===== src/rtl/alu_multiword_seq_pkg.sv =====
// Shared encodings for the multi-word ALU sequencer.
// Op codes match the ALU_16b sel field.
package alu_multiword_seq_pkg;

    localparam logic [1:0] OP_ADD = 2'b00;
    localparam logic [1:0] OP_ADC = 2'b01;
    localparam logic [1:0] OP_SUB = 2'b10;
    localparam logic [1:0] OP_SBB = 2'b11;

    typedef enum logic [1:0] {
        IDLE = 2'd0,
        RUN  = 2'd1,
        DONE = 2'd2
    } state_t;

endpackage


===== src/rtl/alu_multiword_seq_alu.sv =====
// 16-bit add/subtract ALU with carry chaining.
// After SUB/SBB, C is a borrow (1 = borrow).
module ALU_16b
    import alu_multiword_seq_pkg::*;
(
    input  logic [1:0]  sel,
    input  logic [15:0] A,
    input  logic [15:0] B,
    input  logic        Cin,
    output logic [15:0] Sum,
    output logic        C,
    output logic        Z,
    output logic        N,
    output logic        V
);

    logic [16:0] ext;
    logic        ci;
    logic        sub;

    always_comb begin
        ci  = 1'b0;
        sub = 1'b0;
        unique case (sel)
            OP_ADD: begin ci = 1'b0; sub = 1'b0; end
            OP_ADC: begin ci = Cin;  sub = 1'b0; end
            OP_SUB: begin ci = 1'b0; sub = 1'b1; end
            OP_SBB: begin ci = Cin;  sub = 1'b1; end
            default: begin ci = 1'b0; sub = 1'b0; end
        endcase
        if (sub) begin
            ext = {1'b0, A} - {1'b0, B} - {16'd0, ci};
        end else begin
            ext = {1'b0, A} + {1'b0, B} + {16'd0, ci};
        end
        Sum = ext[15:0];
        C   = ext[16];
        Z   = (ext[15:0] == 16'd0);
        N   = ext[15];
        // Overflow: result sign differs from A when operand signs make it impossible
        if (sub) begin
            V = (A[15] != B[15]) && (ext[15] != A[15]);
        end else begin
            V = (A[15] == B[15]) && (ext[15] != A[15]);
        end
    end

endmodule


===== src/rtl/alu_multiword_seq.sv =====
// Sequences WORDS*16-bit add/sub through ALU_16b one word per cycle,
// LSW first, chaining carry/borrow and accumulating the wide result and flags.
module alu_multiword_seq
    import alu_multiword_seq_pkg::*;
#(
    parameter int WORDS = 2
) (
    input  logic                  clk,
    input  logic                  rst,
    input  logic                  start,
    input  logic [1:0]            op,
    input  logic                  cin,
    input  logic [16*WORDS-1:0]   opA,
    input  logic [16*WORDS-1:0]   opB,
    output logic                  busy,
    output logic                  done,
    output logic [16*WORDS-1:0]   result,
    output logic                  C,
    output logic                  Z,
    output logic                  N,
    output logic                  V
);

    localparam int W = 16 * WORDS;
    localparam logic [1:0] LAST = 2'(WORDS - 1);

    state_t         state_q, state_d;
    logic [1:0]     idx_q, idx_d;
    logic           carry_q, carry_d;
    logic           zacc_q, zacc_d;
    logic [W-1:0]   a_q, a_d;
    logic [W-1:0]   b_q, b_d;
    logic [1:0]     op_q, op_d;
    logic           cin_q, cin_d;
    logic [W-1:0]   result_q, result_d;
    logic           c_q, c_d;
    logic           z_q, z_d;
    logic           n_q, n_d;
    logic           v_q, v_d;

    logic [1:0]     alu_sel;
    logic [15:0]    alu_a, alu_b, alu_sum;
    logic           alu_cin, alu_c, alu_z, alu_n, alu_v;

    ALU_16b u_alu (
        .sel (alu_sel),
        .A   (alu_a),
        .B   (alu_b),
        .Cin (alu_cin),
        .Sum (alu_sum),
        .C   (alu_c),
        .Z   (alu_z),
        .N   (alu_n),
        .V   (alu_v)
    );

    always_comb begin
        state_d  = state_q;
        idx_d    = idx_q;
        carry_d  = carry_q;
        zacc_d   = zacc_q;
        a_d      = a_q;
        b_d      = b_q;
        op_d     = op_q;
        cin_d    = cin_q;
        result_d = result_q;
        c_d      = c_q;
        z_d      = z_q;
        n_d      = n_q;
        v_d      = v_q;
        alu_sel  = OP_ADD;
        alu_a    = 16'd0;
        alu_b    = 16'd0;
        alu_cin  = 1'b0;

        unique case (state_q)
            IDLE, DONE: begin
                state_d = IDLE;
                if (start) begin
                    state_d = RUN;
                    a_d     = opA;
                    b_d     = opB;
                    op_d    = op;
                    cin_d   = cin;
                    idx_d   = 2'd0;
                    carry_d = 1'b0;
                    zacc_d  = 1'b1;
                end
            end
            RUN: begin
                // Upper words always chain through ADC/SBB
                if (idx_q == 2'd0) begin
                    alu_sel = op_q;
                    alu_cin = op_q[0] & cin_q;
                end else begin
                    alu_sel = {op_q[1], 1'b1};
                    alu_cin = carry_q;
                end
                alu_a = a_q[15:0];
                alu_b = b_q[15:0];
                for (int k = 0; k < WORDS; k++) begin
                    if (idx_q == 2'(k)) begin
                        result_d[16*k +: 16] = alu_sum;
                    end
                end
                carry_d = alu_c;
                zacc_d  = zacc_q & alu_z;
                a_d     = a_q >> 16;
                b_d     = b_q >> 16;
                if (idx_q == LAST) begin
                    state_d = DONE;
                    idx_d   = 2'd0;
                    c_d     = alu_c;
                    z_d     = zacc_q & alu_z;
                    n_d     = alu_n;
                    v_d     = alu_v;
                end else begin
                    idx_d = idx_q + 2'd1;
                end
            end
            default: state_d = IDLE;
        endcase
    end

    always_ff @(posedge clk) begin
        if (rst) begin
            state_q  <= IDLE;
            idx_q    <= 2'd0;
            carry_q  <= 1'b0;
            zacc_q   <= 1'b0;
            a_q      <= '0;
            b_q      <= '0;
            op_q     <= 2'd0;
            cin_q    <= 1'b0;
            result_q <= '0;
            c_q      <= 1'b0;
            z_q      <= 1'b0;
            n_q      <= 1'b0;
            v_q      <= 1'b0;
        end else begin
            state_q  <= state_d;
            idx_q    <= idx_d;
            carry_q  <= carry_d;
            zacc_q   <= zacc_d;
            a_q      <= a_d;
            b_q      <= b_d;
            op_q     <= op_d;
            cin_q    <= cin_d;
            result_q <= result_d;
            c_q      <= c_d;
            z_q      <= z_d;
            n_q      <= n_d;
            v_q      <= v_d;
        end
    end

    assign busy   = (state_q == RUN);
    assign done   = (state_q == DONE);
    assign result = result_q;
    assign C      = c_q;
    assign Z      = z_q;
    assign N      = n_q;
    assign V      = v_q;

endmodule

===== config.mk =====
export PLATFORM = sky130hd
export DESIGN_NAME = alu_multiword_seq
export DESIGN_NICKNAME = d
export VERILOG_FILES = /design/src/rtl/alu_multiword_seq_pkg.sv /design/src/rtl/alu_multiword_seq_alu.sv /design/src/rtl/alu_multiword_seq.sv
export SDC_FILE = /design/constraint.sdc
export NUM_CORES = 1
export LEC_CHECK = 0
export BUFFER_PORTS_ARGS = -buffer_cell sky130_fd_sc_hd__buf_2
export CAP_MARGIN = 10
export CORE_MARGIN = 2
export CORE_UTILIZATION = 45
export CTS_BUF_LIST = sky130_fd_sc_hd__clkbuf_16
export DETAILED_ROUTE_END_ITERATION = 16
export PLACE_DENSITY = 0.69
export SLEW_MARGIN = 20
export SYNTH_ARGS = -nofsm -noshare
export SYNTH_HDL_FRONTEND = slang
export SYNTH_SLANG_ARGS = --single-unit

===== constraint.sdc =====
create_clock -name clk -period 3.7 [get_ports clk]
set_input_delay 0.185 -clock clk [delete_from_list [all_inputs] [get_ports clk]]
set_output_delay 0.185 -clock clk [all_outputs]
set_load 0.1 [all_outputs]

==> impl_results.html, run 1 <==
<table>
<tr><th>Metric</th><th>Value</th></tr>
<tr><th colspan="2">Synthesis</th></tr>
<tr><td>FF+latch count, synth</td><td>108</td></tr>
<tr><td>Async set-or-reset flop fraction in the synthesized netlist</td><td>0%</td></tr>
<tr><td>Mapped Nets</td><td>883</td></tr>
<tr><td>Post-synthesis area per instance</td><td>8.291 um^2</td></tr>
<tr><td>Yosys warning count</td><td>0</td></tr>
<tr><td>Number of enable flip-flop cells after synthesis</td><td>0</td></tr>
<tr><td>Number of distinct library cells after synthesis</td><td>60</td></tr>
<tr><td>Ys flop type</td><td>dfxtp_1</td></tr>
<tr><td>Combined area of all synthesized cells</td><td>approximately 6400 um^2</td></tr>
<tr><td>Portion of the post-synthesis area used by sequential elements</td><td>34.04%</td></tr>
<tr><td>Most area-hungry cell type in the Yosys netlist</td><td>dfxtp_1</td></tr>
<tr><td>Count of mapped cells out of synthesis</td><td>766</td></tr>
<tr><td>Share of Yosys cell area claimed by the top area cell type</td><td>34.04%</td></tr>
<tr><td>Dominant cells by area after synthesis</td><td>dfxtp_1, ha_1, nor2_1</td></tr>
<tr><th colspan="2">Timing</th></tr>
<tr><td>Accumulated negative setup slack</td><td>0 ns</td></tr>
<tr><td>Shortest clock period the worst path allows after layout</td><td>3.511 ns</td></tr>
<tr><td>Max Freq</td><td>284.8 MHz</td></tr>
<tr><td>Worst clock skew</td><td>0.009273 ns</td></tr>
<tr><td>Relative slew slack</td><td>a little under two fifths</td></tr>
<tr><td>Fin. max-slew vios</td><td>0</td></tr>
<tr><td>Final hold viol count</td><td>0</td></tr>
<tr><td>Setup violations, final</td><td>0</td></tr>
<tr><td>Transition time at the pin with the least slew margin</td><td>0.9461 ns</td></tr>
<tr><td>Ratio of final minimum period to clock period</td><td>94.88%</td></tr>
<tr><th colspan="2">Floorplanning</th></tr>
<tr><td>Die height</td><td>122.8 um</td></tr>
<tr><td>Width of the die</td><td>around 120 um</td></tr>
<tr><td>Std-Cell Core Area</td><td>13,830 um^2</td></tr>
<tr><td>Number of top-level pins</td><td>approximately 110</td></tr>
<tr><td>Total die area</td><td>~15,000 um^2</td></tr>
<tr><td>Initial cell density of the core</td><td>45.93%</td></tr>
<tr><td>Row cnt</td><td>43</td></tr>
<tr><th colspan="2">GRT</th></tr>
<tr><td>Largest net degree at the start of global routing</td><td>94</td></tr>
<tr><td>Overall fraction of global-route tracks in use</td><td>22.00%</td></tr>
<tr><td>Antenna violations before repair</td><td>0</td></tr>
<tr><td>Remaining Overflow, GRT</td><td>0</td></tr>
<tr><td>Global-route wire length before repair</td><td>about 26,000 um</td></tr>
<tr><td>Via count of the first global-routing pass</td><td>5,233</td></tr>
<tr><th colspan="2">Worst setup path</th></tr>
<tr><td>Startpoint Class</td><td>register</td></tr>
<tr><td>Critical path type</td><td>register to register</td></tr>
<tr><td>Top cell by count, worst path</td><td>buf_4</td></tr>
<tr><td>Data required time at the worst endpoint</td><td>4.00 ns</td></tr>
<tr><td>Endpoint type of the worst setup path</td><td>register</td></tr>
<tr><td>Reg-to-reg endpoint</td><td>zacc_q$_SDFFE_PP0P_</td></tr>
<tr><td>Critical path, cell by cell</td><td>o21ai_0 &gt; a21oi_2 &gt; buf_4 &gt; fa_1 &gt; inv_1 &gt; fa_2 &gt; nor2b_1 &gt; o2111ai_1 &gt; nand3_1 &gt; nor2_1 &gt; a2bb2oi_1 &gt; a2111oi_2 &gt; buf_4 &gt; o2111a_1 &gt; and4bb_1 &gt; o21ba_1</td></tr>
<tr><td>Largest fanout on the critical path</td><td>4</td></tr>
<tr><td>CP Data Arrival Time</td><td>3.81 ns</td></tr>
<tr><td>Startpoint of the worst-slack reg-to-reg timing path</td><td>idx_q[1]$_SDFFE_PP0P_</td></tr>
<tr><td>Largest stage delay, worst path</td><td>0.40 ns</td></tr>
<tr><td>Number of buffers and inverters on the critical path</td><td>3</td></tr>
<tr><td>Setup slack on the worst flop-to-flop path</td><td>0.19 ns</td></tr>
<tr><td>Largest delay share family, worst path</td><td>compound AO/OA/AOI/OAI gates</td></tr>
<tr><td>Depth of the worst register-to-register path</td><td>16</td></tr>
<tr><td>Cell with the biggest individual delay on the critical path</td><td>a2111oi_2</td></tr>
<tr><th colspan="2">Clock network</th></tr>
<tr><td>H-tree level count</td><td>3</td></tr>
<tr><td>Buffer depth of the longest clock path</td><td>2</td></tr>
<tr><td>Clock sinks</td><td>108</td></tr>
<tr><td>CTS tree</td><td>done</td></tr>
<tr><td>Later-pin clock latency in the skew report</td><td>0.35 ns</td></tr>
<tr><td>Number of buffers inserted during clock tree synthesis</td><td>9</td></tr>
<tr><td>Root buffer cell</td><td>clkbuf_16</td></tr>
<tr><td>Clock slew seen by the registers of the worst setup and hold paths</td><td>0.07 ns</td></tr>
<tr><th colspan="2">Power</th></tr>
<tr><td>Design Power</td><td>3.294 mW</td></tr>
<tr><td>Switching Power</td><td>1.082 mW</td></tr>
<tr><td>Static leakage</td><td>roughly 3.5 nW</td></tr>
<tr><td>Int Pwr</td><td>2.212 mW</td></tr>
<tr><td>Portion of total power attributed to the clock network</td><td>30.8%</td></tr>
<tr><td>Seq pwr share</td><td>just under 40%</td></tr>
<tr><td>Combinational cell fraction of total power</td><td>29.6%</td></tr>
<tr><td>Pwr Density</td><td>about 430 nW/um^2</td></tr>
<tr><td>Maximum vdd drop</td><td>0.0003607 V</td></tr>
<tr><td>Net switching fraction of the power</td><td>between 30 and 40%</td></tr>
<tr><th colspan="2">Hold path</th></tr>
<tr><td>Hold Crit Class</td><td>input port to register</td></tr>
<tr><td>Min-Delay Endpoint</td><td>a_q[18]$_SDFFE_PP0P_</td></tr>
<tr><td>Number of cells traversed by the worst hold path</td><td>3</td></tr>
<tr><td>Worst Hold Launch</td><td>opA[18]</td></tr>
<tr><th colspan="2">Layout</th></tr>
<tr><td>Fillers</td><td>1,295</td></tr>
<tr><td>Register cell area after layout</td><td>2163 um^2</td></tr>
<tr><td># diodes</td><td>0</td></tr>
<tr><td>Area of the multi-input gates</td><td>3953 um^2</td></tr>
<tr><td>Ratio of cells with drive above 1 in the final layout</td><td>a little over a fifth</td></tr>
<tr><td>Commonest cells after routing, fill and taps aside</td><td>nor2_1, dfxtp_1, buf_2, a211oi_1, nand2_1</td></tr>
<tr><td>Total Nets Final</td><td>985</td></tr>
<tr><td>Post-layout instance count excluding filler cells</td><td>1,052</td></tr>
<tr><td>Commonest non-fill, non-tap cell in the layout</td><td>nor2_1</td></tr>
<tr><td>Synthesis-to-layout area growth</td><td>20.27%</td></tr>
<tr><th colspan="2">Outcome</th></tr>
<tr><td>Run status</td><td>complete, no violations</td></tr>
<tr><th colspan="2">Routing</th></tr>
<tr><td>Total wire length after detailed routing</td><td>16,010 um</td></tr>
<tr><td>Drt drc</td><td>0</td></tr>
<tr><td>Via total after detailed routing</td><td>5,689</td></tr>
<tr><td>Detail-routed via count per cell</td><td>5.408</td></tr>
<tr><td>Violation count after the first detailed-route iteration</td><td>357</td></tr>
<tr><td>First-pass iteration count of the detailed router</td><td>5</td></tr>
<tr><td>Residual antenna-violating net count after detailed routing</td><td>0</td></tr>
<tr><td>Wire per inst</td><td>15.22 um</td></tr>
<tr><th colspan="2">Place</th></tr>
<tr><td>Final weighted congestion in routability-driven placement</td><td>0.9084</td></tr>
<tr><td>Number of cells after detailed placement</td><td>1,035</td></tr>
<tr><td>Placed wire-length estimate</td><td>~12,000 um</td></tr>
<tr><td>Count of port buffers added during placement</td><td>~110</td></tr>
<tr><th colspan="2">Run</th></tr>
<tr><td>Number of max-cap violations</td><td>0</td></tr>
</table>
timing repair:
item | 4_1_cts | 5_1_grt
hold buffers | 0 | 0
pin swaps | 0 | 6
setup endpoints to repair | 1 | 11
resized for setup | 1 | 20
setup buffers | 0 | 2
power by group through the flow:
stage | registers, mW | logic [mW] | clock network (mW)
finish | 1.30 | 0.976 | 1.02
global route | 1.31 | 1.08 | 1.09
CTS | 1.30 | 0.951 | 1.04
detailed placement | 1.33 | 0.944 | 0
global placement | 1.33 | 0.939 | 0
floorplan | 1.44 | 0.599 | 0
stage by stage:
step	setup slack [ns]	utilization (%)	area (um^2)	hold slack, ns
CTS	0.04796	54.22	7497	0.07073
global route	-0.006962	55.24	7639	0.08360
detailed placement	0.01233	51.91	7178	0.4398
floorplan	0.01296	-	6370	0.3321
finish	0.1893	55.24	7639	0.07836
global placement	0.07778	51.91	7178	0.4203
how the worst max path moves through the flow:
stage / cells after the start / startpoint / to / slack, ns
CTS: 15 / idx_q[0]$_SDFFE_PP0P_ / zacc_q$_SDFFE_PP0P_ / 0.05
floorplan: 17 / state_q[1]$_SDFFE_PP0P_ / V$_SDFFE_PP0P_ / 0.01
detailed placement: 15 / idx_q[0]$_SDFFE_PP0P_ / V$_SDFFE_PP0P_ / 0.01
finish: 16 / idx_q[1]$_SDFFE_PP0P_ / zacc_q$_SDFFE_PP0P_ / 0.19
global placement: 15 / idx_q[0]$_SDFFE_PP0P_ / V$_SDFFE_PP0P_ / 0.08
global route: 15 / state_q[1]$_SDFFE_PP0P_ / V$_SDFFE_PP0P_ / -0.007
registers in the layout (all words and copies together) (netlist names), 2 cells and up:
register / cells
b_q: 32
result: 32
idx_q: 2
state_q: 2
op_q: 2
a_q: 32
worst register-to-register path: cells and delay by family, from the launching register on:
kind | cells | cell delay, ns
flip-flops | 1 | 0.35
AO/OA/AOI/OAI | 7 | 1.44
AND/OR/NAND/NOR | 4 | 0.67
buffers and inverters | 3 | 0.40
adder cells (fa/ha/maj) | 2 | 0.61
routing by layer:
layer / track usage [%] / vias up / wire length (um)
met2: 33.81 / 169 / 7213
li1: - / 2902 / -
met1: 30.87 / 2599 / 7564
met4: 6.250 / 0 / 277
met5: 0 / - / 0
met3: 4.879 / 19 / 959
cell usage after synthesis, types with 3 or more instances:
| master | instances |
|---|---|
| nor2_1 | 129 |
| dfxtp_1 | 108 |
| a211oi_1 | 59 |
| nand2_1 | 53 |
| inv_1 | 44 |
| ha_1 | 43 |
| mux2i_1 | 42 |
| clkbuf_1 | 38 |
| a21oi_1 | 36 |
| a22oi_1 | 33 |
| and2_1 | 25 |
| xnor2_1 | 18 |
| o21ai_0 | 15 |
| nor3_1 | 14 |
| a21o_1 | 7 |
| nand2b_1 | 7 |
| buf_1 | 6 |
| nand3_1 | 6 |
| o211ai_1 | 6 |
| xor2_1 | 6 |
| buf_2 | 5 |
| nand3b_1 | 5 |
| a31oi_1 | 4 |
| fa_1 | 4 |
| and4_1 | 3 |
| nand4_1 | 3 |
| nor2b_1 | 3 |
| nor3b_1 | 3 |
cell type report:
class                      count  share of cell area, %
tap                          180                  2.948
clock buffer                   9                  2.948
timing repair buffer         142                  10.65
multi-input combinational    562                  51.74
inverter                      45                  2.211
clock inverter                 6                  1.179
sequential                   108                  28.32
kinds of logic after synthesis:
| kind of cell | synth area share, % |
|---|---|
| flops | 34.04 |
| mux | 6.797 |
| fa+ha+maj | 9.732 |
| compound gates | 21.02 |
| buf+inv | 5.950 |
| xor+xnor | 3.310 |
| simple gates | 19.15 |
No activity file was read; power rests on OpenSTA's default activity.
==> inputs of run 2 (changes only) <==
--- a/config.mk
+++ b/config.mk
@@ -12,7 +12,9 @@
 export CTS_BUF_LIST = sky130_fd_sc_hd__clkbuf_16
 export DETAILED_ROUTE_END_ITERATION = 16
 export PLACE_DENSITY = 0.69
+export SKIP_LAST_GASP = 1
 export SLEW_MARGIN = 20
 export SYNTH_ARGS = -nofsm -noshare
 export SYNTH_HDL_FRONTEND = slang
+export SYNTH_HIERARCHICAL = 1
 export SYNTH_SLANG_ARGS = --single-unit
==> run 2 against run 1 <==
  * First-iteration DRC count shrank 15%
  * Wire length grew 5.9%
  * Via count grew 8.2%
  * Die area grew 2.5%
  * Sequential share of layout area shrank 1.2 points
  * Power shrank 4.3%
  * Final area grew 5.6%
  * Register-to-register slack lost 0.17 ns
  * Flip-flop and latch count grew 1
  * Cell count grew 12%
  * Count of clock-buffer cells in the layout is the same
  * Global-route usage shrank 0.42 points
  * Critical path type unchanged
  * Largest cell class unchanged
==> impl_results.html, run 2 <==
<table>
<tr><th>Metric</th><th>Value</th></tr>
<tr><th colspan="2">Synthesis</th></tr>
<tr><td>Portion of the post-synthesis area used by sequential elements</td><td>33.51% (-0.54 points)</td></tr>
<tr><td>Area fraction in compound gates after synthesis</td><td>19.62% (-1.4 points)</td></tr>
<tr><td>Area share of fa/ha/maj cells after synthesis</td><td>9.875% (+0.14 points)</td></tr>
<tr><td>Commonest cells in the netlist</td><td>nand2_1, dfxtp_1, a21oi_1, inv_1, nor2_1</td></tr>
<tr><td>Main combinational cell family by area after synthesis</td><td>simple AND/OR/NAND/NOR gates</td></tr>
<tr><td>Most common cell in the netlist</td><td>nand2_1</td></tr>
<tr><td>Post-synthesis area per instance</td><td>7.626 um^2 (-8.0%)</td></tr>
<tr><td>Simple-Gate Fraction of Synth Area</td><td>25.15% (+6.0 points)</td></tr>
<tr><td>XOR/XNOR share of the synthesized area</td><td>3.497% (+0.19 points)</td></tr>
<tr><td>Yosys warning count</td><td>6 (+6)</td></tr>
<tr><td>Portion of netlist area occupied by mux cells</td><td>1.114% (-5.7 points)</td></tr>
<tr><td>Ys flop type</td><td>dfxtp_1</td></tr>
<tr><td>Share of Yosys cell area claimed by the top area cell type</td><td>33.51% (-0.54 points)</td></tr>
<tr><td>FF+latch count, synth</td><td>109 (+0.93%)</td></tr>
<tr><td>Number of enable flip-flop cells after synthesis</td><td>0 (unchanged)</td></tr>
<tr><td>Combined area of all synthesized cells</td><td>6512 um^2 (+2.5%)</td></tr>
<tr><td>Number of distinct library cells after synthesis</td><td>66 (+10%)</td></tr>
<tr><td>Mapped Nets</td><td>973 (+10%)</td></tr>
<tr><td>Count of mapped cells out of synthesis</td><td>854 (+11%)</td></tr>
<tr><td>Async set-or-reset flop fraction in the synthesized netlist</td><td>0% (unchanged)</td></tr>
<tr><td>Dominant cells by area after synthesis</td><td>dfxtp_1, nand2_1, ha_1</td></tr>
<tr><td>Most area-hungry cell type in the Yosys netlist</td><td>dfxtp_1</td></tr>
<tr><th colspan="2">Timing</th></tr>
<tr><td>Worst clock skew</td><td>0.008653 ns (-0.0006202 ns)</td></tr>
<tr><td>Shortest clock period the worst path allows after layout</td><td>3.683 ns (+0.1722 ns)</td></tr>
<tr><td>Fin. max-slew vios</td><td>0 (unchanged)</td></tr>
<tr><td>Relative slew slack</td><td>31.30% (-5.6 points)</td></tr>
<tr><td>Final hold viol count</td><td>0 (unchanged)</td></tr>
<tr><td>Setup violations, final</td><td>0 (unchanged)</td></tr>
<tr><td>Max Freq</td><td>271.5 MHz (-4.7%)</td></tr>
<tr><td>Transition time at the pin with the least slew margin</td><td>1.025 ns (+0.07850 ns)</td></tr>
<tr><td>Setup repair after global routing missed its margin</td><td>yes</td></tr>
<tr><td>Ratio of final minimum period to clock period</td><td>99.54% (+4.7 points)</td></tr>
<tr><th colspan="2">Worst setup path</th></tr>
<tr><td>Number of buffers and inverters on the critical path</td><td>2 (-1)</td></tr>
<tr><td>Largest delay share family, worst path</td><td>simple AND/OR/NAND/NOR gates</td></tr>
<tr><td>Reg-to-reg endpoint</td><td>Z$_SDFFE_PP0P_</td></tr>
<tr><td>Startpoint of the worst-slack reg-to-reg timing path</td><td>state_q[1]$_SDFFE_PP0P_</td></tr>
<tr><td>Critical path type</td><td>register to register</td></tr>
<tr><td>Largest fanout on the critical path</td><td>3 (-1)</td></tr>
<tr><td>Cell with the biggest individual delay on the critical path</td><td>fa_2</td></tr>
<tr><td>Setup slack on the worst flop-to-flop path</td><td>0.02 ns (-0.17 ns)</td></tr>
<tr><td>Worst Setup SP</td><td>state_q[1]$_SDFFE_PP0P_</td></tr>
<tr><td>Depth of the worst register-to-register path</td><td>17 (+1)</td></tr>
<tr><td>Critical path, cell by cell</td><td>nand2b_4 &gt; buf_6 &gt; a21oi_2 &gt; nand2_2 &gt; fa_2 &gt; inv_2 &gt; ha_4 &gt; xor2_1 &gt; nor2_1 &gt; a21oi_2 &gt; or3_4 &gt; a2111oi_4 &gt; o2111ai_2 &gt; nor4_2 &gt; o2111a_1 &gt; nand3_1 &gt; a21oi_1</td></tr>
<tr><td>CP Data Arrival Time</td><td>3.97 ns (+0.16 ns)</td></tr>
<tr><td>Endpoint type of the worst setup path</td><td>register</td></tr>
<tr><td>Largest stage delay, worst path</td><td>0.58 ns (+0.18 ns)</td></tr>
<tr><td>Startpoint Class</td><td>register</td></tr>
<tr><td>Data required time at the worst endpoint</td><td>3.98 ns (-0.02 ns)</td></tr>
<tr><td>Top cell by count, worst path</td><td>a21oi_2</td></tr>
<tr><th colspan="2">Layout</th></tr>
<tr><td>Ratio of cells with drive above 1 in the final layout</td><td>24.50% (+2.6 points)</td></tr>
<tr><td>Post-layout instance count excluding filler cells</td><td>1,176 (+12%)</td></tr>
<tr><td>Register cell area after layout</td><td>2186 um^2 (+1.0%)</td></tr>
<tr><td>Commonest non-fill, non-tap cell in the layout</td><td>nand2_1</td></tr>
<tr><td>Area of the multi-input gates</td><td>4028 um^2 (+1.9%)</td></tr>
<tr><td># diodes</td><td>0 (unchanged)</td></tr>
<tr><td>Synthesis-to-layout area growth</td><td>23.88%</td></tr>
<tr><td>Commonest cells after routing, fill and taps aside</td><td>nand2_1, dfxtp_1, buf_2, a21oi_1, buf_4</td></tr>
<tr><td>Total Nets Final</td><td>1,110 (+13%)</td></tr>
<tr><td>Fillers</td><td>1,326 (+2.4%)</td></tr>
<tr><th colspan="2">Power</th></tr>
<tr><td>Pwr Density</td><td>390.7 nW/um^2 (-9.4%)</td></tr>
<tr><td>Design Power</td><td>3.152 mW (-4.3%)</td></tr>
<tr><td>Static leakage</td><td>3.542 nW (+1.7%)</td></tr>
<tr><td>Maximum vdd drop</td><td>0.0002440 V (-32%)</td></tr>
<tr><th colspan="2">Routing</th></tr>
<tr><td>Via total after detailed routing</td><td>6,155 (+8.2%)</td></tr>
<tr><td>Total wire length after detailed routing</td><td>16,960 um (+5.9%)</td></tr>
<tr><td>First-pass iteration count of the detailed router</td><td>5 (unchanged)</td></tr>
<tr><td>Violation count after the first detailed-route iteration</td><td>302 (-15%)</td></tr>
<tr><td>Detail-routed via count per cell</td><td>5.234 (-3.2%)</td></tr>
<tr><td>Drt drc</td><td>0 (unchanged)</td></tr>
<tr><td>Wire per inst</td><td>14.42 um (-5.3%)</td></tr>
<tr><td>Residual antenna-violating net count after detailed routing</td><td>0 (unchanged)</td></tr>
<tr><th colspan="2">Hold path</th></tr>
<tr><td>Hold Crit Class</td><td>input port to register</td></tr>
<tr><td>Min-Delay Endpoint</td><td>a_q[25]$_SDFFE_PP0P_</td></tr>
<tr><td>Number of cells traversed by the worst hold path</td><td>3 (unchanged)</td></tr>
<tr><td>Worst Hold Launch</td><td>opA[25]</td></tr>
<tr><th colspan="2">GRT</th></tr>
<tr><td>Largest net degree at the start of global routing</td><td>110 (+17%)</td></tr>
<tr><td>Remaining Overflow, GRT</td><td>0 (unchanged)</td></tr>
<tr><td>Antenna violations before repair</td><td>0 (unchanged)</td></tr>
<tr><td>Via count of the first global-routing pass</td><td>5,841 (+12%)</td></tr>
<tr><td>Global-route wire length before repair</td><td>27,870 um (+7.1%)</td></tr>
<tr><td>Overall fraction of global-route tracks in use</td><td>21.58% (-0.42 points)</td></tr>
<tr><th colspan="2">Outcome</th></tr>
<tr><td>Run status</td><td>complete, no violations</td></tr>
<tr><th colspan="2">Clock network</th></tr>
<tr><td>Root buffer cell</td><td>clkbuf_16</td></tr>
<tr><td>Clock sinks</td><td>109 (+0.93%)</td></tr>
<tr><td>CTS tree</td><td>done</td></tr>
<tr><td>Number of buffers inserted during clock tree synthesis</td><td>9 (unchanged)</td></tr>
<tr><td>Clock slew seen by the registers of the worst setup and hold paths</td><td>0.08 ns (about the same)</td></tr>
<tr><td>Later-pin clock latency in the skew report</td><td>0.36 ns (about the same)</td></tr>
<tr><td>H-tree level count</td><td>3 (unchanged)</td></tr>
<tr><td>Hold-fix buffers at CTS</td><td>0 (unchanged)</td></tr>
<tr><td>Buffer depth of the longest clock path</td><td>2 (unchanged)</td></tr>
<tr><th colspan="2">Floorplanning</th></tr>
<tr><td>Total die area</td><td>15,450 um^2 (+2.5%)</td></tr>
<tr><td>Die height</td><td>124.3 um (+1.2%)</td></tr>
<tr><td>Number of top-level pins</td><td>108 (unchanged)</td></tr>
<tr><td>Initial cell density of the core</td><td>46.56% (+0.62 points)</td></tr>
<tr><td>Row cnt</td><td>43 (unchanged)</td></tr>
<tr><td>Std-Cell Core Area</td><td>13,990 um^2 (+1.2%)</td></tr>
<tr><td>Width of the die</td><td>124.3 um (+1.2%)</td></tr>
<tr><th colspan="2">Place</th></tr>
<tr><td>Number of cells after detailed placement</td><td>1,158 (+12%)</td></tr>
<tr><td>Final weighted congestion in routability-driven placement</td><td>0.9360 (+3.0%)</td></tr>
<tr><td>Count of port buffers added during placement</td><td>107 (unchanged)</td></tr>
<tr><td>Placed wire-length estimate</td><td>12,550 um (+3.8%)</td></tr>
<tr><th colspan="2">Run</th></tr>
<tr><td>Number of max-cap violations</td><td>0 (unchanged)</td></tr>
</table>
-- run 2: changes by cell type after synthesis, sizes merged, moves of 9 or more --
cell    change
a211oi     -54
a21oi      +55
a22oi      -32
a311oi     +33
and2        +9
buf         +9
inv        +14
mux2i      -37
nand2     +128
nand3      +36
nor2       -77
-- run 2: power by group --
| part | switching, mW | internal [mW] | leakage, nW |
|---|---|---|---|
| Clock | 0.461 | 0.467 | 0.144 |
| Combinational | 0.530 | 0.412 | 2.51 |
| Sequential | 0.0397 | 1.24 | 0.893 |
-- run 2: cells by family after synthesis --
family,after synthesis
muxes,7
AOI/OAI and AO/OA,193
and+or+nand+nor,354
buffers and inverters,116
xor gates and xnor gates,26
DFF,109
adders and majority gates,49
-- run 2: cell type report --
cell class              count  area share, %
clock buffers               9          2.792
clock inverters             7         0.6824
inverters                  60          2.823
multi-input cells         629          49.92
flip-flops and latches    109          27.09
well taps                 180          2.792
repair buffers            182          13.90
-- run 2: worst max path at each step --
stage          depth (start not counted)  slack [ns]                   to
5_1_grt                               17       -0.16       Z$_SDFFE_PP0P_
6_report                              17        0.02       Z$_SDFFE_PP0P_
4_1_cts                               19        0.04       V$_SDFFE_PP0P_
3_3_place_gp                          19        0.08       V$_SDFFE_PP0P_
3_5_place_dp                          19       0.004       V$_SDFFE_PP0P_
2_1_floorplan                         18       0.005  zacc_q$_SDFFE_PP0P_
-- run 2: what timing repair did --
item,in CTS,in global routing
endpoints found under the setup margin,2,12
buffers inserted,0,2
pin swaps,0,14
gates cloned,0,0
resized for setup,1,34
-- run 2: layer usage --
metal  track usage (%)  vias to the layer above  part of all wire [%]
met2             34.27                      159                    44
li1                  -                     3184                     -
met3             3.823                       18                   5.0
met5                 0                        -                     0
met1             29.90                     2794                    49
met4             6.675                        0                   1.8
-- run 2: per-stage QoR --
stage               worst slack [ns]  cell area (um^2)  util (%)  hold WS [ns]  setup TNS (ns)
floorplan                   0.005174              6549         -        0.3210               0
global placement             0.07904              7609     54.39        0.4286               0
detailed placement          0.003660              7609     54.39        0.4315               0
CTS                          0.03609              7889     56.40       0.04826               0
global route                 -0.1577              8068     57.67       0.05217         -0.4443
finish                       0.01706              8068     57.67       0.05443               0
-- run 2: worst register-to-register path, delay by kind of cell, from the launching register on --
kind	cells	cell delay (ns)
xor gates and xnor gates	1	0.13
buffers and inverters	2	0.18
adders and majority gates	2	0.78
DFF	1	0.32
and+or+nand+nor	6	1.13
AOI/OAI and AO/OA	6	1.08
==> inputs of run 3 (changes only) <==
--- a/config.mk
+++ b/config.mk
@@ -5,13 +5,14 @@
 export SDC_FILE = /design/constraint.sdc
 export NUM_CORES = 1
 export LEC_CHECK = 0
+export ABC_AREA = 1
 export BUFFER_PORTS_ARGS = -buffer_cell sky130_fd_sc_hd__buf_2
 export CAP_MARGIN = 10
 export CORE_MARGIN = 2
 export CORE_UTILIZATION = 45
 export CTS_BUF_LIST = sky130_fd_sc_hd__clkbuf_16
 export DETAILED_ROUTE_END_ITERATION = 16
-export PLACE_DENSITY = 0.69
+export PLACE_DENSITY = 0.68
 export SKIP_LAST_GASP = 1
 export SLEW_MARGIN = 20
 export SYNTH_ARGS = -nofsm -noshare
==> run 3 against run 2 <==
  * Final area is 4.8% higher
  * Critical path depth is 3 higher
  * Flip-flop and latch count stayed put
  * Clock power hardly changed
  * Cell count is 32% higher
  * Wire length is 20% higher
  * Critical path type unchanged
  * Critical endpoint is now carry_q$_SDFFE_PP0P_
==> impl_results.html, run 3 <==
<table>
<tr><th>Metric</th><th>Value</th></tr>
<tr><th colspan="2">Clock network</th></tr>
<tr><td>Clock slew seen by the registers of the worst setup and hold paths</td><td>0.07 ns (about the same)</td></tr>
<tr><td>Clock sinks</td><td>109 (unchanged)</td></tr>
<tr><td>Root buffer cell</td><td>clkbuf_16</td></tr>
<tr><td>Cts repair resizes</td><td>0 (-1)</td></tr>
<tr><td>Buffer depth of the longest clock path</td><td>2 (unchanged)</td></tr>
<tr><td>Hold-fix buffers at CTS</td><td>0 (unchanged)</td></tr>
<tr><td>CTS tree</td><td>done</td></tr>
<tr><td>Setup Fix Bufs, Post-CTS</td><td>0 (unchanged)</td></tr>
<tr><td>H-tree level count</td><td>3 (unchanged)</td></tr>
<tr><td>Number of buffers inserted during clock tree synthesis</td><td>9 (unchanged)</td></tr>
<tr><td>Later-pin clock latency in the skew report</td><td>0.36 ns (about the same)</td></tr>
<tr><th colspan="2">Worst setup path</th></tr>
<tr><td>Setup slack on the worst flop-to-flop path</td><td>0.46 ns (+0.44 ns)</td></tr>
<tr><td>Critical path, cell by cell</td><td>inv_1 &gt; nand2_1 &gt; nand2_1 &gt; a21oi_1 &gt; nand2_1 &gt; fa_1 &gt; fa_1 &gt; inv_1 &gt; nand2_1 &gt; nand2_1 &gt; nand2_1 &gt; nand3_1 &gt; nand2_1 &gt; nand2_1 &gt; nand2_1 &gt; nand2_1 &gt; a21oi_1 &gt; o21ai_0 &gt; nand2_1 &gt; a21oi_1</td></tr>
<tr><td>Data required time at the worst endpoint</td><td>3.99 ns (about the same)</td></tr>
<tr><td>Startpoint Class</td><td>register</td></tr>
<tr><td>Largest stage delay, worst path</td><td>0.41 ns (-0.17 ns)</td></tr>
<tr><td>Largest fanout on the critical path</td><td>4 (+1)</td></tr>
<tr><td>Reg-to-reg endpoint</td><td>carry_q$_SDFFE_PP0P_</td></tr>
<tr><td>Startpoint of the worst-slack reg-to-reg timing path</td><td>idx_q[0]$_SDFFE_PP0P_</td></tr>
<tr><td>CP Data Arrival Time</td><td>3.53 ns (-0.44 ns)</td></tr>
<tr><td>Top cell by count, worst path</td><td>nand2_1</td></tr>
<tr><td>Depth of the worst register-to-register path</td><td>20 (+3)</td></tr>
<tr><td>Critical path type</td><td>register to register</td></tr>
<tr><td>Endpoint type of the worst setup path</td><td>register</td></tr>
<tr><td>Cell with the biggest individual delay on the critical path</td><td>fa_1</td></tr>
<tr><th colspan="2">Layout</th></tr>
<tr><td>Total Nets Final</td><td>1,441 (+30%)</td></tr>
<tr><td>Post-Layout Inst Area</td><td>8453 um^2 (+4.8%)</td></tr>
<tr><td># diodes</td><td>0 (unchanged)</td></tr>
<tr><td>Ratio of cells with drive above 1 in the final layout</td><td>12.51% (-12 points)</td></tr>
<tr><td>Commonest cells after routing, fill and taps aside</td><td>nand2_1, inv_1, nor2_1, nand3_1, dfxtp_1</td></tr>
<tr><td>Fillers</td><td>1,761 (+33%)</td></tr>
<tr><td>Area of the multi-input gates</td><td>4213 um^2 (+4.6%)</td></tr>
<tr><td>Post-layout instance count excluding filler cells</td><td>1,547 (+32%)</td></tr>
<tr><td>Synthesis-to-layout area growth</td><td>11.84%</td></tr>
<tr><td>Commonest non-fill, non-tap cell in the layout</td><td>nand2_1</td></tr>
<tr><td>Register cell area after layout</td><td>2182 um^2 (-0.17%)</td></tr>
<tr><td>Share of the core filled with cells</td><td>51.15% (-6.5 points)</td></tr>
<tr><th colspan="2">Timing</th></tr>
<tr><td>Ratio of final minimum period to clock period</td><td>87.59% (-12 points)</td></tr>
<tr><td>Accumulated negative setup slack</td><td>0 ns (unchanged)</td></tr>
<tr><td>Setup violations, final</td><td>0 (unchanged)</td></tr>
<tr><td>Worst clock skew</td><td>0.005696 ns (-0.002957 ns)</td></tr>
<tr><td>Setup repair after global routing missed its margin</td><td>no</td></tr>
<tr><td>Fin. max-slew vios</td><td>0 (unchanged)</td></tr>
<tr><td>Final hold viol count</td><td>0 (unchanged)</td></tr>
<tr><td>Transition time at the pin with the least slew margin</td><td>1.039 ns (+0.01398 ns)</td></tr>
<tr><td>Relative slew slack</td><td>30.76% (-0.54 points)</td></tr>
<tr><td>Shortest clock period the worst path allows after layout</td><td>3.241 ns (-0.4420 ns)</td></tr>
<tr><td>Max Freq</td><td>308.6 MHz (+14%)</td></tr>
<tr><th colspan="2">Synthesis</th></tr>
<tr><td>FF+latch count, synth</td><td>109 (unchanged)</td></tr>
<tr><td>Commonest cells in the netlist</td><td>nand2_1, inv_1, nor2_1, nand3_1, dfxtp_1</td></tr>
<tr><td>Async set-or-reset flop fraction in the synthesized netlist</td><td>0% (unchanged)</td></tr>
<tr><td>Share of Yosys cell area claimed by the top area cell type</td><td>28.87% (-4.6 points)</td></tr>
<tr><td>Number of enable flip-flop cells after synthesis</td><td>0 (unchanged)</td></tr>
<tr><td>Number of distinct library cells after synthesis</td><td>37 (-44%)</td></tr>
<tr><td>Mapped Nets</td><td>1,370 (+41%)</td></tr>
<tr><td>Count of mapped cells out of synthesis</td><td>1,251 (+46%)</td></tr>
<tr><td>Portion of the post-synthesis area used by sequential elements</td><td>28.87% (-4.6 points)</td></tr>
<tr><td>Dominant cells by area after synthesis</td><td>dfxtp_1, nand2_1, inv_1</td></tr>
<tr><td>Most area-hungry cell type in the Yosys netlist</td><td>dfxtp_1</td></tr>
<tr><td>Ys flop type</td><td>dfxtp_1</td></tr>
<tr><td>Most common cell in the netlist</td><td>nand2_1</td></tr>
<tr><td>Post-synthesis area per instance</td><td>6.042 um^2 (-21%)</td></tr>
<tr><td>Combined area of all synthesized cells</td><td>7558 um^2 (+16%)</td></tr>
<tr><td>Yosys warning count</td><td>6 (unchanged)</td></tr>
<tr><th colspan="2">Outcome</th></tr>
<tr><td>Run status</td><td>complete, no violations</td></tr>
<tr><th colspan="2">Routing</th></tr>
<tr><td>Detail-routed via count per cell</td><td>4.897 (-6.4%)</td></tr>
<tr><td>Wire per inst</td><td>13.15 um (-8.8%)</td></tr>
<tr><td>Via total after detailed routing</td><td>7,575 (+23%)</td></tr>
<tr><td>Violation count after the first detailed-route iteration</td><td>627 (+110%)</td></tr>
<tr><td>First-pass iteration count of the detailed router</td><td>6 (+1)</td></tr>
<tr><td>Drt drc</td><td>0 (unchanged)</td></tr>
<tr><td>Residual antenna-violating net count after detailed routing</td><td>0 (unchanged)</td></tr>
<tr><td>Total wire length after detailed routing</td><td>20,340 um (+20%)</td></tr>
<tr><th colspan="2">GRT</th></tr>
<tr><td>Largest net degree at the start of global routing</td><td>103 (-6.4%)</td></tr>
<tr><td>Global-route wire length before repair</td><td>33,810 um (+21%)</td></tr>
<tr><td>Via count of the first global-routing pass</td><td>6,827 (+17%)</td></tr>
<tr><td>Antenna violations before repair</td><td>1 (+1)</td></tr>
<tr><td>Remaining Overflow, GRT</td><td>0 (unchanged)</td></tr>
<tr><td>Overall fraction of global-route tracks in use</td><td>23.38% (+1.8 points)</td></tr>
<tr><th colspan="2">Floorplanning</th></tr>
<tr><td>Number of top-level pins</td><td>108 (unchanged)</td></tr>
<tr><td>Width of the die</td><td>133.6 um (+7.5%)</td></tr>
<tr><td>Row cnt</td><td>47 (+9.3%)</td></tr>
<tr><td>Die height</td><td>133.6 um (+7.5%)</td></tr>
<tr><td>Total die area</td><td>17,850 um^2 (+16%)</td></tr>
<tr><td>Initial cell density of the core</td><td>45.74% (-0.82 points)</td></tr>
<tr><td>Std-Cell Core Area</td><td>16,520 um^2 (+18%)</td></tr>
<tr><th colspan="2">Hold path</th></tr>
<tr><td>Worst Hold Launch</td><td>opB[7]</td></tr>
<tr><td>Number of cells traversed by the worst hold path</td><td>3 (unchanged)</td></tr>
<tr><td>Min-Delay Endpoint</td><td>b_q[7]$_SDFFE_PP0P_</td></tr>
<tr><td>Hold Crit Class</td><td>input port to register</td></tr>
<tr><th colspan="2">Power</th></tr>
<tr><td>Static leakage</td><td>4.526 nW (+28%)</td></tr>
<tr><td>Design Power</td><td>3.473 mW (+10%)</td></tr>
<tr><td>Portion of total power attributed to the clock network</td><td>26.8% (-2.6 points)</td></tr>
<tr><td>Pwr Density</td><td>410.8 nW/um^2 (+5.1%)</td></tr>
<tr><td>Maximum vdd drop</td><td>0.0002901 V (+19%)</td></tr>
<tr><td>Seq pwr share</td><td>37.4% (-3.3 points)</td></tr>
<tr><td>Net switching fraction of the power</td><td>39.80% (+7.1 points)</td></tr>
<tr><td>Int Pwr</td><td>2.091 mW (-1.4%)</td></tr>
<tr><td>Switching Power</td><td>1.382 mW (+34%)</td></tr>
<tr><td>Combinational cell fraction of total power</td><td>35.8% (+5.9 points)</td></tr>
<tr><th colspan="2">Place</th></tr>
<tr><td>Number of cells after detailed placement</td><td>1,531 (+32%)</td></tr>
<tr><td>Placed wire-length estimate</td><td>15,330 um (+22%)</td></tr>
<tr><td>Final weighted congestion in routability-driven placement</td><td>0.9995 (+6.8%)</td></tr>
<tr><td>Post-Place Cell Area</td><td>8172 um^2 (+7.4%)</td></tr>
<tr><td>Count of port buffers added during placement</td><td>107 (unchanged)</td></tr>
<tr><th colspan="2">Run</th></tr>
<tr><td>Number of max-cap violations</td><td>0 (unchanged)</td></tr>
</table>
[run 3: cell types whose count changed after synthesis, sizes merged, moves of 19 or more]
| cell | before | now |
|---|---|---|
| inv | 59 | 229 |
| nand2 | 181 | 330 |
| nor2 | 52 | 184 |
| nand3 | 42 | 157 |
| a311oi | 33 | 0 |
| and2 | 34 | 1 |
| a21oi | 91 | 62 |
| buf | 22 | 46 |
| nor3 | 13 | 36 |
| clkbuf | 34 | 12 |
| xnor2 | 20 | 1 |
[run 3: power by group through the flow]
| stage | sequential, mW | clock [mW] | combinational (mW) |
|---|---|---|---|
| finish | 1.30 | 0.931 | 1.24 |
| global placement | 1.33 | 0 | 1.22 |
| detailed placement | 1.33 | 0 | 1.22 |
| global route | 1.31 | 0.996 | 1.39 |
| floorplan | 1.50 | 0 | 0.798 |
| CTS | 1.30 | 0.956 | 1.23 |
[run 3: cells by family after synthesis]
| kind of cell | synth area share (%) |
|---|---|
| simple gates | 40.71 |
| buf+inv | 15.63 |
| flops | 28.87 |
| compound gates | 5.943 |
| fa+ha+maj | 8.509 |
| xor+xnor | 0.3477 |
[run 3: area by class of cell]
cell class                 instances  share of cell area (%)
timing repair buffer             118                   7.608
inverter                         230                   10.21
clock buffer                       9                   2.664
multi-input combinational        854                   49.84
clock inverter                     7                  0.6069
sequential                       109                   25.81
tap                              220                   3.256
[run 3: worst max path at each step]
stage                                  from                   end  slack (ns)  depth (start not counted)
global route          idx_q[0]$_SDFFE_PP0P_   zacc_q$_SDFFE_PP0P_        0.03                         22
global placement      idx_q[0]$_SDFFE_PP0P_        Z$_SDFFE_PP0P_        0.55                         24
finish                idx_q[0]$_SDFFE_PP0P_  carry_q$_SDFFE_PP0P_        0.46                         20
CTS                   idx_q[0]$_SDFFE_PP0P_  carry_q$_SDFFE_PP0P_        0.46                         20
detailed placement    idx_q[0]$_SDFFE_PP0P_  carry_q$_SDFFE_PP0P_        0.49                         20
floorplan           state_q[0]$_SDFFE_PP0P_        Z$_SDFFE_PP0P_        0.54                         24
[run 3: per-stage QoR]
step	hold WS, ns	setup slack (ns)
after floorplan	0.3271	0.5433
after global placement	0.4166	0.5501
after detailed placement	0.4190	0.4866
after CTS	0.04684	0.4622
after global routing	0.05776	0.02917
final	0.05779	0.4591
[run 3: metal layers]
layer / wire, um / track usage, %
met5: 10 / 0
met4: 622 / 8.511
met3: 1199 / 3.805
met2: 8713 / 36.28
met1: 9798 / 32.75
[run 3: worst max-delay path: cells and delay by family (launching register included)]
kind	cells	cell delay, ns
fa+ha+maj	2	0.78
simple gates	12	1.16
compound gates	4	0.65
flops	1	0.38
buf+inv	2	0.22
